[config.mk]
export PLATFORM = sky130hd
export DESIGN_NAME = conv_window_reader
export DESIGN_NICKNAME = d
export VERILOG_FILES = /design/src/rtl/conv_window_reader.sv
export SDC_FILE = /design/constraint.sdc
export NUM_CORES = 1
export LEC_CHECK = 0
export ABC_AREA = 0
export CAP_MARGIN = 10
export CORE_ASPECT_RATIO = 1.5
export CORE_MARGIN = 2
export CORE_UTILIZATION = 49
export CTS_CLUSTER_DIAMETER = 120
export DETAILED_ROUTE_END_ITERATION = 8
export PLACE_DENSITY = 0.8
export SLEW_MARGIN = 25
export SYNTH_ARGS = -nofsm -noshare
export SYNTH_HDL_FRONTEND = slang
export SYNTH_SLANG_ARGS = --single-unit
[constraint.sdc]
create_clock -name clk -period 3.2 [get_ports clk]
set_input_delay 0.8 -clock clk [delete_from_list [all_inputs] [get_ports clk]]
set_output_delay 0.8 -clock clk [all_outputs]
set_load 0.05 [all_outputs]
[src/rtl/conv_window_reader.sv]
// conv_window_reader: reads one coupler row per full event and emits KERNEL x ROWS sliding windows.
// Defining CONV_WINDOW_ZERO_PAD_EN adds one all-zero column before and after every row.
module conv_window_reader #(
  parameter int unsigned DATA_WIDTH    = 32,
  parameter int unsigned ROWS          = 3,
  parameter int unsigned KERNEL        = 3,
  parameter int unsigned MAX_ROW_WIDTH = 1024,
  parameter int unsigned ADDR_WIDTH    = $clog2(MAX_ROW_WIDTH)
) (
  input  logic                                clk,
  input  logic                                rst_n,
  input  logic [31:0]                         row_width,
  input  logic                                full,
  input  logic [ROWS*DATA_WIDTH-1:0]          col_in,
  output logic                                r_en,
  output logic [ADDR_WIDTH-1:0]               r_add,
  output logic [KERNEL*ROWS*DATA_WIDTH-1:0]   win_data,
  output logic                                win_valid,
  input  logic                                win_ready,
  output logic                                win_last,
  output logic                                busy,
  output logic                                cfg_err
);

  localparam int unsigned COL_W  = ROWS * DATA_WIDTH;
  localparam int unsigned WIN_W  = KERNEL * COL_W;
  localparam int unsigned CNT_W  = ADDR_WIDTH + 1;
  localparam int unsigned FILL_W = $clog2(KERNEL + 1);
`ifdef CONV_WINDOW_ZERO_PAD_EN
  localparam bit PAD = 1'b1;
`else
  localparam bit PAD = 1'b0;
`endif

  typedef enum logic [1:0] {
    S_IDLE  = 2'd0,
    S_READ  = 2'd1,
    S_DRAIN = 2'd2
  } state_t;

  state_t              state, state_nxt;
  logic [ADDR_WIDTH-1:0] addr_q;
  logic [CNT_W-1:0]    w_q;
  logic [CNT_W-1:0]    col_cnt;
  logic [FILL_W-1:0]   fill;
  logic                tail_done;
  logic [COL_W-1:0]    skid;
  logic                skid_vld;
  logic                rd_ret;

  logic                start;
  logic                bad_cfg;
  logic                stall;
  logic                all_in;
  logic                pad_tail;
  logic                do_shift;
  logic                shift_last;
  logic                full_win;
  logic [COL_W-1:0]    new_col;

  assign r_add = addr_q;
  assign busy  = (state != S_IDLE);

  // Next-state and datapath control; r_en reacts to the current-cycle stall so no return is ever lost.
  always_comb begin
    state_nxt  = state;
    start      = 1'b0;
    bad_cfg    = 1'b0;
    r_en       = 1'b0;
    stall      = win_valid & ~win_ready;
    all_in     = (col_cnt == w_q) & (tail_done | ~PAD);
    pad_tail   = PAD & (state == S_DRAIN) & (col_cnt == w_q) & ~tail_done;
    do_shift   = (skid_vld | rd_ret | pad_tail) & ~stall;
    full_win   = (fill >= FILL_W'(KERNEL - 1));
    shift_last = PAD ? pad_tail : (col_cnt == (w_q - CNT_W'(1)));
    new_col    = '0;
    if (skid_vld)    new_col = skid;
    else if (rd_ret) new_col = col_in;

    case (state)
      S_IDLE: begin
        if (full) begin
          if (row_width == 32'd0 || row_width > 32'(MAX_ROW_WIDTH)) begin
            bad_cfg = 1'b1;
          end else begin
            start     = 1'b1;
            state_nxt = S_READ;
          end
        end
      end
      S_READ: begin
        r_en = ~skid_vld & ~stall;
        if (r_en && ({1'b0, addr_q} == (w_q - CNT_W'(1)))) state_nxt = S_DRAIN;
      end
      S_DRAIN: begin
        if (all_in && (~win_valid || win_ready)) state_nxt = S_IDLE;
      end
      default: state_nxt = S_IDLE;
    endcase
  end

  always_ff @(posedge clk or negedge rst_n) begin
    if (!rst_n) state <= S_IDLE;
    else        state <= state_nxt;
  end

  // Read address, column capture/skid, window shift register and handshake outputs.
  always_ff @(posedge clk or negedge rst_n) begin
    if (!rst_n) begin
      addr_q    <= '0;
      w_q       <= '0;
      col_cnt   <= '0;
      fill      <= '0;
      tail_done <= 1'b0;
      skid      <= '0;
      skid_vld  <= 1'b0;
      rd_ret    <= 1'b0;
      win_data  <= '0;
      win_valid <= 1'b0;
      win_last  <= 1'b0;
      cfg_err   <= 1'b0;
    end else begin
      rd_ret <= r_en;
      if (bad_cfg) cfg_err <= 1'b1;
      if (start) begin
        // Clearing the register keeps windows from mixing rows; it doubles as the leading pad column.
        w_q       <= row_width[CNT_W-1:0];
        addr_q    <= '0;
        col_cnt   <= '0;
        fill      <= PAD ? FILL_W'(1) : '0;
        tail_done <= 1'b0;
        skid_vld  <= 1'b0;
        win_data  <= '0;
        win_valid <= 1'b0;
        win_last  <= 1'b0;
      end else begin
        if (r_en) addr_q <= (state_nxt == S_DRAIN) ? '0 : addr_q + ADDR_WIDTH'(1);
        if (rd_ret && stall) begin
          skid     <= col_in;
          skid_vld <= 1'b1;
        end
        if (do_shift) begin
          win_data <= {new_col, win_data[WIN_W-1:COL_W]};
          if (skid_vld) skid_vld <= 1'b0;
          if (pad_tail) tail_done <= 1'b1;
          else          col_cnt   <= col_cnt + CNT_W'(1);
          if (fill != FILL_W'(KERNEL)) fill <= fill + FILL_W'(1);
          win_valid <= full_win;
          win_last  <= full_win & shift_last;
        end else if (win_valid && win_ready) begin
          win_valid <= 1'b0;
          win_last  <= 1'b0;
        end
      end
    end
  end

endmodule

* Word level (Yosys, flattened, before mapping)
Index checks and enable logic that the tools add are counted.
Storage, ports and cells: bits in registers 425, input bits 132, output and inout bits 303, word-level logic and storage cells 83
Operators by class: add/sub/neg operators 4, magnitude comparators 2, eq/ne operators 7, muxes and demuxes 33, bitwise gates (word level) 10, reduce and logical (&&, ||, !) cells 15
Operator list (number):
- 288-bit 2-to-1 mux | 2
- 96-bit 2-to-1 mux | 2
- 32-bit by 11-bit > comparator with 1-bit output (second input constant) | 1
- 32-bit zero test | 1
- 10-bit 2-to-1 mux | 3
- 11-bit == test | 2
- 11-bit 2-to-1 mux | 2
- 1-bit 2-to-1 mux | 16
- 2-bit 2-to-1 mux | 7
- 11-bit by 1-bit adder with 11-bit output (second input constant) | 1
- 10-bit by 11-bit == test with 1-bit output | 1
- 11-bit by 1-bit subtractor with 11-bit output (second input constant) | 1
- 10-bit by 1-bit adder with 10-bit output (second input constant) | 1
- 2-bit nonzero test | 4
- 2-bit one-hot mux with 3 select lines | 1
- 1-bit inverter | 5
- 1-bit bitwise AND | 4
- 2-bit == test (second input constant) | 2
- 1-bit logical AND | 4
- 2-bit AND reduction | 2
- 3-bit nonzero test | 1
- 2-bit by 1-bit adder with 2-bit output (second input constant) | 1
- 2-bit by 1-bit == test with 1-bit output (second input constant) | 1
- 2-bit >= comparator (second input constant) | 1
- 4 further kinds | 5

* Longest topological paths before layout
depth after elaboration 11, mapped depth 9, mapped depth without buffers 8

* Worst setup path before layout
No wires, ideal clock.
path type input port to flip-flop, start input port row_width[12], end register skid[55], library setup time 0.125 ns, arrival time 2.641 ns, required time 3.075 ns, path slack 0.434 ns, stages 8, buffers on the path 3, path through or4_4 > nor4_4 > nand3_2 > and3_4 > buf_6 > buf_6 > buf_6 > mux2_4
Between the ends: longest elaborated chain between the ends 7, elaborated cells on any way between the ends 8, those cells by class order compare: 1; mux: 3; bitwise: 1; reduce/logical: 3
RTL lines:
- from (decl) | line 12 | input logic [31:0] row_width,
- 32-bit by 11-bit > comparator with 1-bit output or 32-bit zero test (tied branches) | line 83 | if (row_width == 32'd0 || row_width > 32'(MAX_ROW_WIDTH)) begin
- 1-bit logical OR (*) | line 83
- 1-bit 2-to-1 mux (*) | line 83
- 1-bit 2-to-1 mux (*) | line 82 | if (full) begin
- 1-bit 2-to-1 mux (*) | line 80 | case (state)
- 1-bit inverter (no source line) (*)
- 2-bit AND reduction (no source line) (*)
- to (signal assigned) | line 139 | skid <= col_in;
- to (decl) | line 47 | logic [COL_W-1:0] skid;
Mark *: on every way between the ends. The rest lies on a longest branch, timed or not. A chain may end at the register's enable or synchronous reset.

* Worst setup path in the final report
start input port win_ready, end output port r_en
Between the ends: longest elaborated chain between the ends 5
RTL lines:
- from (decl) | line 19 | input logic win_ready,
- 1-bit inverter | line 70 | stall = win_valid & ~win_ready;
- 1-bit bitwise AND | line 70
- 1-bit inverter | line 92 | r_en = ~skid_vld & ~stall;
- 1-bit bitwise AND | line 92
- 1-bit 2-to-1 mux | line 80
- to (decl) | line 15 | output logic r_en,
Every way passes these cells.

==> out/metrics.yaml <==
finalCritPeriodShare_pct: 91.4
netlist_instances: 1387
drtIter0Drc: 826
critPathMaxStageDelay_ps: 540
synthArstFlopShare_pct: 100
core_area_mm2: 0.0350
outcome: "complete, no violations"
yosysWarningCount: 0
portBuffers: 434
slew_headroom_pct: 57.2
synth_fp_nets: 1524
synth_area_leaders: "dfrtp_1 61%, a22o_1 9.8%, a22oi_1 4.2%"
min_path_type: "in -> async"
crit_start: "win_ready"
finalCriticalPeriod_ps: 2930
via_count: 13400
fin_cells: 2314
overflow: 0
switching_share_pct: 21.1
area_growth_pct: 36.8
drive_gt1_share_pct: 12.3
fillCellCount: 2531
chipHeight_um: 234
dieArea_mm2: 0.0369
syn_area_per_cell_um2: 12.5
first_pass_iters: 5
path_class: "in -> out"
hold_viol: 0
wl_um: 50400
grt_usage_pct: 26.7
synth-edff-count: 0
ys_ff_latch: 425
synthFlopType: "dfrtp_1"
h-tree-depth: 2
synth_compound_area_share_pct: 18.7
cp_top_family: "buffers and inverters"
holdWs_ps: 207
die_x_um: 158
synth_top_family_by_area: "compound AO/OA/AOI/OAI gates"
critPathCaptureType: "primary output"
critPathRequiredTime_ps: 2400
ant_nets: 0
totalPowerFinal_uw: 10400
grt_pass1_wl_um: 77300
finClkSkew_ps: 18.0
rsz0062_at_grt: "false"
critPathArrivalTime_ps: 2130
cp_slowest_cell: "clkdlybuf4s50_1"
ir_drop_v: 0.000445
cts_sinks: 425
syn_area_mm2: 0.0173
routabilityCongestion: 0.911
postCtsSetupBuffers: 0
drv_slew: 0
cts_max_path_buffers: 3
crit_path_start_kind: "input pin"
cts_resized: 0
ys_types: 53
synth.top_cell.area_share_pct: 61.3
clock_latency_ps: 540
synth_fa_ha_area_share_pct: 0.361
p_seq_share_pct: 51.6
p_sw_uw: 2200
crit_fanout: 4
max_cap_violations: 0
start_util_pct: 49.6
cts_made_buffers: 41
yosys.area_share.simple_pct: 7.31
tns_ps: 0
antenna_found_initial: 14
cts_hold_buf: 0
synth_top_area_cell: "dfrtp_1"
clk_transition_reported_paths_ps: 60
tightest_slew_ps: 640
io_pins: 435
p_int_uw: 8220
grt_max_degree: 103
setup_viol: 0
cts-root-buf: "clkbuf_16"
drc: 0
yosysSeqAreaShare_pct: 61.3
wl_per_cell_um: 21.8
rows: 84
p_comb_share_pct: 3.2
crit_buf_inv: 3
r2r_start: "w_q[0]"
grt_pass1_vias: 13700
nets: 1936
muxShareOfSynthArea_pct: 7.45
vias_per_cell: 5.80
fmax_mhz: 342
power.density_mw_per_mm2: 439
cts_tree: "built"
placedCellCount: 2229
dp_hpwl_um: 34700
cp_cell_sequence: "clkdlybuf4s50_1 -> nor2b_1 -> nor2_1 -> nand2_1 -> inv_1 -> buf_12"
clkPwrFrac_pct: 45.3
synthXorXnorAreaFrac_pct: 1.72
power_leakage_uw: 0.0104
==> metal layers <==
layer	global-route usage, %	routed length (um)	vias to the layer above
met3	6.24	3170	139
li1	-	-	5962
met5	0	39	-
met2	44.3	25700	481
met4	14.2	2660	6
met1	32.4	18900	6822
==> registers in the layout, summed over array words and instances, names as in the netlist <==
register and flops:
col_cnt 11, r_add 10, fill 2, win_valid 1, state 2, rd_ret 1, skid_vld 1, cfg_err 1
win_last 1, skid 96, win_data 288, w_q 11
==> through the flow <==
stage / util, % / area (um^2) / setup slack, ps
floorplan: - / 17300 / 434
global placement: 64.0 / 22400 / -51.9
detailed placement: 64.0 / 22400 / -87.8
CTS: 67.7 / 23700 / 280
global route: 67.8 / 23700 / 56.6
finish: 67.8 / 23700 / 275
==> cells in the mapped netlist, drive strengths merged, types with 7 or more instances <==
| library cell | n |
|---|---|
| inv | 10 |
| buf | 43 |
| o211ai | 7 |
| nor4 | 8 |
| nor2 | 31 |
| mux2 | 96 |
| nor3 | 14 |
| a21oi | 10 |
| nand3 | 21 |
| o21ai | 113 |
| dfrtp | 425 |
| clkbuf | 68 |
| nand4 | 13 |
| nor2b | 10 |
| a22oi | 96 |
| a22o | 194 |
| nand2 | 135 |
| xnor2 | 28 |
==> path summary, 6_finish.rpt <==
kind | end | slack, ps | cells past startpoint
setup / recovery | r_en | 270 | 6
min in group clk | state[1] | 470 | 1
hold reg to reg | state[1] | 470 | 1
hold / removal | win_data[75] | 210 | 1
setup reg to reg | state[1] | 280 | 8
max in group asynchronous | win_data[122] | 2090 | 3
==> layout make-up <==
cell class	count	area, um^2	area share [%]
inverters	10	37.5	0.158
diodes	12	30.0	0.127
well taps	473	592	2.49
flip-flops and latches	425	10600	44.9
multi-input cells	841	6200	26.1
clock inverters	13	126	0.533
repair buffers	480	4940	20.8
clock buffers	60	1160	4.88
==> worst reg2reg max path: cells and delay by family, from the launching register on <==
| family | cells | cell delay (ps) |
|---|---|---|
| XOR/XNOR | 1 | 250 |
| AND/OR/NAND/NOR | 4 | 1510 |
| buffers and inverters | 1 | 120 |
| flip-flops | 1 | 500 |
| adder cells (fa/ha/maj) | 1 | 260 |
| AO/OA/AOI/OAI | 1 | 200 |
==> placed cells by master, fill, tap and decap left out, types with 6 or more instances in the layout <==
cell | netlist | final
or3_1 | 6 | 6
mux2_4 | 40 | 40
a22oi_1 | 96 | 96
a22o_1 | 194 | 194
nor2b_1 | 10 | 9
buf_4 | 0 | 27
xor2_1 | 6 | 6
nand2_1 | 135 | 134
clkbuf_8 | 0 | 6
o211ai_1 | 7 | 7
nand3_1 | 20 | 20
mux2_2 | 56 | 56
mux2i_1 | 6 | 6
o21ai_0 | 113 | 113
clkbuf_1 | 67 | 13
nand4_1 | 13 | 13
dfrtp_1 | 425 | 424
clkinv_2 | 0 | 8
clkbuf_16 | 0 | 41
diode_2 | 0 | 12
buf_12 | 0 | 20
nor3_1 | 14 | 14
inv_1 | 10 | 10
nor2_1 | 31 | 30
clkdlybuf4s50_1 | 0 | 432
xnor2_1 | 28 | 28
a21oi_1 | 10 | 9
==> cell families (layout without fill, tap and decap cells) <==
kind of cell | count (synthesis) | after routing
and+or+nand+nor | 262 | 262
buffers and inverters | 121 | 563
adders and majority gates | 5 | 5
DFF | 425 | 425
xor gates and xnor gates | 34 | 34
muxes | 102 | 102
other | 0 | 12
AOI/OAI and AO/OA | 438 | 438
==> power groups by stage <==
stage / Combinational [uW] / Sequential [uW] / Clock [uW]
floorplan: 8.56 / 5480 / 0
global placement: 328 / 5470 / 0
detailed placement: 335 / 5470 / 0
CTS: 337 / 5370 / 4810
global route: 363 / 5370 / 5020
finish: 329 / 5370 / 4720
(Power assumes the default switching activity.)
